`config.mk`:
```
export PLATFORM = sky130hd
export DESIGN_NAME = cc_sar_search
export DESIGN_NICKNAME = d
export VERILOG_FILES = /design/src/rtl/cc_sar_search_pkg.sv /design/src/rtl/cc_sar_settle_timer.sv /design/src/rtl/cc_sar_search.sv
export SDC_FILE = /design/constraint.sdc
export NUM_CORES = 1
export LEC_CHECK = 0
export ABC_AREA = 1
export BUFFER_PORTS_ARGS = -buffer_cell sky130_fd_sc_hd__buf_2
export CAP_MARGIN = 25
export CORE_MARGIN = 8
export CORE_UTILIZATION = 51
export DETAILED_ROUTE_END_ITERATION = 7
export GPL_TIMING_DRIVEN = 0
export PLACE_DENSITY = 0.8
export SYNTH_ARGS = -nofsm -noshare
export SYNTH_HDL_FRONTEND = slang
export SYNTH_SLANG_ARGS = --single-unit
```
`constraint.sdc`:
```
create_clock -name CC_SAR_SEARCH_CLOCK_50 -period 2.05 [get_ports CC_SAR_SEARCH_CLOCK_50]
set_input_delay 0.1025 -clock CC_SAR_SEARCH_CLOCK_50 [delete_from_list [all_inputs] [get_ports CC_SAR_SEARCH_CLOCK_50]]
set_output_delay 0.1025 -clock CC_SAR_SEARCH_CLOCK_50 [all_outputs]
set_load 0.05 [all_outputs]
```
`src/rtl/cc_sar_search_pkg.sv`:
```
// Shared types and constants for the SAR quantizer and its settle timer.
package cc_sar_search_pkg;

  typedef enum logic [1:0] {
    IDLE   = 2'd0,
    SAMPLE = 2'd1,
    DONE   = 2'd2
  } sarState_t;

  localparam int DEFAULT_WIDTH = 8;
  localparam int SETTLE_WIDTH  = 4;

endpackage

```
`src/rtl/cc_sar_settle_timer.sv`:
```
// Loadable up/down counter with a terminal-match flag, used to pace comparator settling.
module cc_sar_settle_timer
  import cc_sar_search_pkg::*;
#(
  parameter int WIDTH = SETTLE_WIDTH
) (
  input  logic             clk,
  input  logic             rst_n,
  input  logic             load,
  input  logic [WIDTH-1:0] loadValue,
  input  logic             countEn,
  input  logic             countUp,
  input  logic [WIDTH-1:0] terminalValue,
  output logic [WIDTH-1:0] count,
  output logic             terminal
);

  // NOTE: state registers use non-blocking assignments so every flop samples pre-edge values.
  always_ff @(posedge clk or negedge rst_n) begin
    if (!rst_n) begin
      count <= '0;
    end else if (load) begin
      count <= loadValue;
    end else if (countEn) begin
      count <= countUp ? count + 1'b1 : count - 1'b1;
    end
  end

  assign terminal = (count == terminalValue);

endmodule

```
`src/rtl/cc_sar_search.sv`:
```
// Successive-approximation controller: binary-searches the largest code <= the comparator reference.
// Optional macro CC_SAR_SEARCH_CONTINUOUS_EN restarts a conversion straight out of DONE.
module cc_sar_search
  import cc_sar_search_pkg::*;
#(
  parameter int NUMBER_DATAWIDTH = DEFAULT_WIDTH,
  parameter int SETTLE_CYCLES    = 0
) (
  input  logic                        CC_SAR_SEARCH_CLOCK_50,
  input  logic                        CC_SAR_SEARCH_RESET_InLow,
  input  logic                        CC_SAR_SEARCH_start_InLow,
  input  logic                        CC_SAR_SEARCH_cmp_In,
  output logic [NUMBER_DATAWIDTH-1:0] CC_SAR_SEARCH_trial_OutBUS,
  output logic [NUMBER_DATAWIDTH-1:0] CC_SAR_SEARCH_result_OutBUS,
  output logic                        CC_SAR_SEARCH_busy_Out,
  output logic                        CC_SAR_SEARCH_done_Out
);

  localparam int IDX_W = (NUMBER_DATAWIDTH > 1) ? $clog2(NUMBER_DATAWIDTH) : 1;
  localparam logic [IDX_W-1:0] IDX_TOP = IDX_W'(NUMBER_DATAWIDTH - 1);
  localparam logic [NUMBER_DATAWIDTH-1:0] TRIAL_MSB =
    NUMBER_DATAWIDTH'(1) << (NUMBER_DATAWIDTH - 1);
  localparam logic [SETTLE_WIDTH-1:0] SETTLE_LIMIT = SETTLE_WIDTH'(SETTLE_CYCLES);

  sarState_t                   state;
  logic [IDX_W-1:0]            idx;
  logic [NUMBER_DATAWIDTH-1:0] decided;
  logic [NUMBER_DATAWIDTH-1:0] nextTrial;
  logic [SETTLE_WIDTH-1:0]     settleCount;
  logic                        settleDone;
  logic                        settleLoad;
  logic                        settleEn;

  // Counter sits at zero outside SAMPLE and is re-zeroed at every decision edge.
  assign settleLoad = (state != SAMPLE) || settleDone;
  assign settleEn   = (state == SAMPLE) && !settleDone;

  cc_sar_settle_timer #(.WIDTH(SETTLE_WIDTH)) u_settle (
    .clk           (CC_SAR_SEARCH_CLOCK_50),
    .rst_n         (CC_SAR_SEARCH_RESET_InLow),
    .load          (settleLoad),
    .loadValue     ('0),
    .countEn       (settleEn),
    .countUp       (1'b1),
    .terminalValue (SETTLE_LIMIT),
    .count         (settleCount),
    .terminal      (settleDone)
  );

  // NOTE: every always_comb output gets a default first so no latch is inferred.
  always_comb begin
    decided      = CC_SAR_SEARCH_trial_OutBUS;
    decided[idx] = CC_SAR_SEARCH_cmp_In;
    nextTrial    = decided;
    if (idx != '0) nextTrial[idx - 1'b1] = 1'b1;
  end

  always_ff @(posedge CC_SAR_SEARCH_CLOCK_50 or negedge CC_SAR_SEARCH_RESET_InLow) begin
    if (!CC_SAR_SEARCH_RESET_InLow) begin
      state                       <= IDLE;
      idx                         <= IDX_TOP;
      CC_SAR_SEARCH_trial_OutBUS  <= '0;
      CC_SAR_SEARCH_result_OutBUS <= '0;
      CC_SAR_SEARCH_busy_Out      <= 1'b0;
      CC_SAR_SEARCH_done_Out      <= 1'b0;
    end else begin
      case (state)
        IDLE: begin
          CC_SAR_SEARCH_done_Out <= 1'b0;
          CC_SAR_SEARCH_busy_Out <= 1'b0;
          if (!CC_SAR_SEARCH_start_InLow) begin
            CC_SAR_SEARCH_trial_OutBUS <= TRIAL_MSB;
            idx                        <= IDX_TOP;
            CC_SAR_SEARCH_busy_Out     <= 1'b1;
            state                      <= SAMPLE;
          end
        end
        SAMPLE: begin
          if (settleDone) begin
            if (idx == '0) begin
              CC_SAR_SEARCH_trial_OutBUS  <= decided;
              CC_SAR_SEARCH_result_OutBUS <= decided;
              CC_SAR_SEARCH_busy_Out      <= 1'b0;
              CC_SAR_SEARCH_done_Out      <= 1'b1;
              state                       <= DONE;
            end else begin
              CC_SAR_SEARCH_trial_OutBUS <= nextTrial;
              idx                        <= idx - 1'b1;
            end
          end
        end
        DONE: begin
          CC_SAR_SEARCH_done_Out <= 1'b0;
`ifdef CC_SAR_SEARCH_CONTINUOUS_EN
          CC_SAR_SEARCH_trial_OutBUS <= TRIAL_MSB;
          idx                        <= IDX_TOP;
          CC_SAR_SEARCH_busy_Out     <= 1'b1;
          state                      <= SAMPLE;
`else
          CC_SAR_SEARCH_busy_Out     <= 1'b0;
          state                      <= IDLE;
`endif
        end
        default: state <= IDLE;
      endcase
    end
  end

endmodule

```
-- Yosys cells after proc, flatten, opt, wreduce, memory -nomap -nowiden
Cells that the tools add are included.
- bits in read-only memories: 0
- bits in latches: 0
- logic and storage cells: 68
- memories: 0
- input port bits: 4
- register bits after elaboration: 27
- output and inout bits: 18
- bits in writable memories: 0
- multipliers: 0
- div/mod/pow operators: 0
- add/subtract/negate cells: 2
- equal/unequal tests: 7
- order comparisons: 4
- reduce and logical (&&, ||, !) cells: 20
- shift-type cells: 0
- bitwise gates (word level): 1
- multiplexer cells: 27
- operator list (kind ; count):
    2-to-1 mux 8 bit ; 4
    case mux 8 bit (2 select lines) ; 1
    AND reduction 3 bit ; 5
    2-to-1 mux 3 bit ; 3
    bitwise mux 8 bit ; 1
    < comparator 3 x 4 -> 1 bit (second input constant) ; 2
    2-to-1 mux 4 bit ; 2
    OR 8 bit ; 1
    2-to-1 mux 1 bit ; 7
    demux 1 bit (select 3 bit) ; 2
    greater-or-equal comparator 3 x 1 -> 1 bit (second input constant) ; 2
    2-to-1 mux 2 bit ; 3
    inequality test 2 bit (second input constant) ; 3
    case mux 3 bit (2 select lines) ; 1
    nonzero test 2 bit ; 3
    nonzero test 3 bit ; 2
    adder 4 x 1 -> 4 bit (second input constant) ; 1
    logical NOT 4 bit ; 1
    inequality test 2 x 1 -> 1 bit (second input constant) ; 2
    case mux 2 bit (2 select lines) ; 1
    AND reduction 4 bit ; 1
    logical AND 1 bit ; 3
    logical NOT 3 bit ; 1
    case mux 1 bit (3 select lines) ; 1
    other kinds (8) ; 8

-- Logic depth before layout (Yosys ltp)
- depth after elaboration: 10
- gate-level depth with buffers: 11
- depth with buffers taken out: 9

-- Hierarchy
From an unflattened synthesis, not the netlist that was laid out.
- cell total of the unflattened synthesis: 237
- area total of the unflattened synthesis: 1746.7 um2
- modules (own cells, without submodules) (module ; cells an instance ; times used ; sequential area each (um2) ; area each (um2)):
    cc_sar_search ; 194 ; 1 ; 579.3 ; 1416.4
    cc_sar_settle_timer ; 43 ; 1 ; 100.1 ; 330.3

-- Worst setup path before layout
OpenSTA, ideal clock, no wires.
- kind: register to register
- start: reg idx[0]
- end: reg CC_SAR_SEARCH_trial_OutBUS[0]
- path buffers: 2
- data arrival time: 1.575 ns
- clock period less this slack: 1.641 ns
- data required time: 1.984 ns
- cell stages (with the launch flop): 12
- slack: 0.409 ns
- library setup time: 0.066 ns
- cell sequence: dfstp_2 buf_4 inv_1 buf_4 ha_1 inv_1 nor2_2 nor2_1 nand3_1 nand2_1 nand2_1 nand2_1
- longest elaborated chain between the ends: 10
- elaborated cells between the ends (all ways): 19
- those cells by class: add/sub (1); order compare (4); mux (9); bitwise (1); reduce/logical (4)
- ends and longest elaborated chain (element ; line ; source):
    start, declared ; cc_sar_search.sv:26 ; logic [IDX_W-1:0] idx;
    start signal, assigned ; cc_sar_search.sv:88 ; idx <= idx - 1'b1;
    subtractor 3 x 1 -> 3 bit, or another cell as far along ; cc_sar_search.sv:55 ; if (idx != '0) nextTrial[idx - 1'b1] = 1'b1;
    < comparator 3 x 4 -> 1 bit (implied by the code), or another cell as far along ; cc_sar_search.sv:55 ;
    logical AND 1 bit (implied by the code) / 2-to-1 mux 1 bit (equally long branches) ; cc_sar_search.sv:55, cc_sar_search.sv:53 ;
    2-to-1 mux 1 bit (implied by the code) / demux 1 bit (select 3 bit) (equally long branches) ; cc_sar_search.sv:55, cc_sar_search.sv:53 ;
    demux 1 bit (select 3 bit) / bitwise mux 8 bit (equally long branches) ; cc_sar_search.sv:55, cc_sar_search.sv:53 ;
    OR 8 bit (no source line) ; -- ;
    2-to-1 mux 8 bit ; cc_sar_search.sv:55 ;
    2-to-1 mux 8 bit * ; cc_sar_search.sv:80 ; if (idx == '0) begin
    2-to-1 mux 8 bit * ; cc_sar_search.sv:79 ; if (settleDone) begin
    case mux 8 bit (2 select lines) * ; cc_sar_search.sv:67 ; case (state)
    end signal, assigned ; cc_sar_search.sv:81 ; CC_SAR_SEARCH_trial_OutBUS <= decided;
    end signal, assigned ; cc_sar_search.sv:87 ; CC_SAR_SEARCH_trial_OutBUS <= nextTrial;
    end, declared ; cc_sar_search.sv:13 ; output logic [NUMBER_DATAWIDTH-1:0] CC_SAR_SEARCH_trial_OutBUS,
Every way passes the cells marked *; elsewhere a longest branch is shown, timed or not. The select of a mux whose other input is x is not followed.
A chain may end at the register's enable or synchronous reset.

-- Worst setup path after layout
- start: reg idx[0]
- end: reg CC_SAR_SEARCH_result_OutBUS[2]
- longest elaborated chain between the ends: 5
- elaborated cells between the ends (all ways): 8
- those cells by class: order compare (2); mux (3); reduce/logical (3)
- ends and longest elaborated chain (element ; line ; source):
    < comparator 3 x 4 -> 1 bit (implied by the code) / greater-or-equal comparator 3 x 1 -> 1 bit (equally long branches) ; cc_sar_search.sv:53 ; decided[idx] = CC_SAR_SEARCH_cmp_In;
    logical AND 1 bit (implied by the code) ; cc_sar_search.sv:53 ;
    2-to-1 mux 1 bit (implied by the code) ; cc_sar_search.sv:53 ;
    demux 1 bit (select 3 bit) ; cc_sar_search.sv:53 ;
    bitwise mux 8 bit ; cc_sar_search.sv:53 ;
    end signal, assigned ; cc_sar_search.sv:82 ; CC_SAR_SEARCH_result_OutBUS <= decided;
    end, declared ; cc_sar_search.sv:14 ; output logic [NUMBER_DATAWIDTH-1:0] CC_SAR_SEARCH_result_OutBUS,
Parallel ways exist; a longest one is shown, timed or not.

==> impl_results.md <==
* Total overflow reported by the global router at 0
* CTS H-tree depth at 1
* CTS Sinks at 27
* Number of antenna violations at the first check in global routing at 0
* Startpoint kind of the worst setup timing path: flip-flop
* Total of flip-flops plus latches after synthesis at 27
* Worst setup path category: flip-flop to flip-flop
* Initial standard-cell utilization of the core at 0.522
* Run status: finished, final reports clean
* WP data required at 2.27 ns
* Count of antenna diodes in the layout at 0
* Number of port buffers at 21
* Count of TritonRoute iterations in the first routing pass at 4
* Clock Pin Slew Worst Setup and Hold Paths at 0.15 ns
* Cell variety after synth at 21
* FF-to-FF setup slack at 0.15 ns
* Cells taking the most area after synthesis: dfrtp_1 (39%), nand2_1 (18%), ha_1 (6.5%)
* Synthesized net count at 219
* Y dimension of the die at 71 µm
* Number of nets in the finished design at 246
* Final TNS setup at 0 ns
* Vias per Instance at 5.02
* Proportion of netlist area held by the largest area contributor at 0.389
* Count of buffers added by post-CTS timing repair for setup at 0
* Maximum buffer depth of the clock tree at 2
* Reg2reg start: idx[0]
* Iteration-0 DRC count of the detailed router at 65
* LEAKAGE at 0.981 nW
* CTS tree: yes
* Total number of yosys warnings at 0
* Remaining antenna violation count at 0
* Post-Place Cell Area at 1690 µm²
* Area added between synthesis and finish at 11.9%
* Beginning of the worst hold path: CC_SAR_SEARCH_start_InLow
* Total die area at 5040 µm²
* Post-detailed-routing wire length at 3.26 mm
* Worst hold-check slack at 0.0491 ns
* Yosys top cell by area: dfrtp_1
* Slew @ Worst Pin at 0.576 ns
* Period utilisation layout at 0.927
* Register area share after synthesis at 0.440
* Maximum number of pins on one net before global-route repair at 28
* Commonest cells post-synth: nand2_1 (75), inv_1 (26), dfrtp_1 (24), nand3_1 (20), nor2_1 (12)
* Max-Cap Viols at 0
* Final Instance Area at 1730 µm²
* Utilization after layout at 0.585
* Areal power density over the cells at 1730 nW/µm²
* Kind of path behind the tightest hold check: input pin to flip-flop
* Relative max-transition margin at 0.616
* Post-layout minimum cycle time at 1.90 ns
* Arrival time of the worst setup path at 2.12 ns
* Clock Skew at 0.00968 ns
* Wire length per cell after detailed routing at 12.3 µm
* Die span in x at 71 µm
* Gr usage total at 0.138
* Number of vias in the routed layout at 1336
* Placed wire-length estimate at 2.43 mm
* Clock latency on the worst-skew pair at 0.33 ns
* Element type at the critical path end: flip-flop
* Async SR Flop Fraction at 1.00
* Combined area of all synthesized cells at 1540 µm²
* Number of max-slew violations in the final report at 0
* Layout cells sized above 1 at 0.172
* Post-synthesis instance total at 207
* Unrepaired setup endpoints after global routing: no
* Peak fanout along the critical path at 11
* Worst setup path startpoint: idx[0]
* Number of fill cells at 293
* Mapped Avg Cell Area at 7.45 µm²
* Cell with the most instances after synthesis: nand2_1
* Number of flops mapped to enable cells by yosys at 0
* Area inside the core boundary at 2950 µm²
* Cell Rows at 20
* Hold Fails Final Rpt at 0
* CTS resizes at 0
* Worst IR Drop VDD at 644 µV
* Highest achievable clock rate at 526 MHz
* Number of global-route vias before repair at 1251
* Global-route wire length before repair at 5.68 mm
* Boundary Pins at 22
* TritonCTS buffer count at 3
* Final weighted congestion in routability-driven placement at 0.922
* Number of hold buffers added after cts at 1
* Buffer type at the clock tree root: clkbuf_4
* Endpoints failing setup at 0
* Most used flip-flop cell after synthesis: dfrtp_1
* DR DRC count at 0
## registers in the layout (all words and copies together) (netlist names)
name	count
CC_SAR_SEARCH_busy_Out	1
CC_SAR_SEARCH_done_Out	1
CC_SAR_SEARCH_result_OutBUS	8
CC_SAR_SEARCH_trial_OutBUS	8
idx	3
state	2
u_settle.count	4
## metal layers
metal	part of all wire	wire, µm	global-route usage
met1	0.49	1600	0.182
met2	0.44	1440	0.214
met3	0.054	177	0.0212
met4	0.015	48	0.0670
met5	0	0	0
## through the flow
| stage | power [mW] | worst slack (ns) | std cells |
|---|---|---|---|
| floorplan | 2.33 | 0.409 | 207 |
| global placement | 2.72 | 0.229 | 261 |
| detailed placement | 2.76 | 0.198 | 261 |
| CTS | 3.00 | 0.171 | 266 |
| global route | 3.26 | 0.0237 | 266 |
| finish | 2.99 | 0.149 | 266 |
## placed cells by master, fill, tap and decap left out
cell type | netlist | routed
clkinv_2 | 0 | 1
nand4_1 | 7 | 7
dfrtp_1 | 24 | 24
nand3_1 | 20 | 20
nor2_2 | 2 | 2
or2_2 | 2 | 2
buf_6 | 1 | 1
xnor2_1 | 1 | 1
o21ai_1 | 2 | 2
clkbuf_4 | 0 | 3
xor2_1 | 1 | 1
nor2_1 | 12 | 12
nand2_1 | 75 | 75
dfstp_2 | 3 | 3
buf_2 | 2 | 23
nand4_2 | 1 | 1
ha_1 | 8 | 8
nand2_2 | 1 | 1
a21oi_1 | 4 | 4
dlygate4sd3_1 | 0 | 1
buf_4 | 3 | 3
nor3_1 | 1 | 1
inv_1 | 26 | 26
o21ai_0 | 11 | 11
## critical path: stages (launching register included)
cell and delay (ns):
dfstp_2 0.39, buf_4 0.16, inv_1 0.07, buf_4 0.17
ha_1 0.18, inv_1 0.05, nor2_2 0.19, nand4_2 0.20
buf_2 0.24, nand2_1 0.07, o21ai_0 0.07
## kinds of logic (layout without fill, tap and decap cells)
logic type,Yosys count,after routing,synth area share
AND/OR/NAND/NOR,121,121,0.337
buffers and inverters,32,58,0.0916
flip-flops,27,27,0.440
AO/OA/AOI/OAI,17,17,0.0551
adder cells (fa/ha/maj),8,8,0.0649
XOR/XNOR,2,2,0.0114
## where the power goes
part	total, mW	internal [mW]	leakage, nW	switching [mW]
Clock	0.229	0.0732	0.0177	0.156
Combinational	1.90	0.522	0.624	1.38
Sequential	0.855	0.744	0.339	0.111
## final timing paths
check / end / depth (start not counted)
setup / recovery: CC_SAR_SEARCH_result_OutBUS[2] / 10
hold / removal: CC_SAR_SEARCH_busy_Out / 3
setup reg to reg: CC_SAR_SEARCH_result_OutBUS[2] / 10
hold reg to reg: CC_SAR_SEARCH_result_OutBUS[3] / 2
max in group asynchronous: idx[2] / 2
min in group asynchronous: CC_SAR_SEARCH_busy_Out / 2
## layout make-up
class	instances	area [µm²]	share of cell area
Buffer	6	43.8	0.0254
Clock inverter	1	5.00	0.00290
Inverter	26	97.6	0.0565
Timing Repair Buffer	22	115	0.0667
Multi-Input combinational cell	148	722	0.418
Clock buffer	3	22.5	0.0130
Sequential cell	27	679	0.393
Tap cell	33	41.3	0.0239
Power figures use the tool's default switching activity.
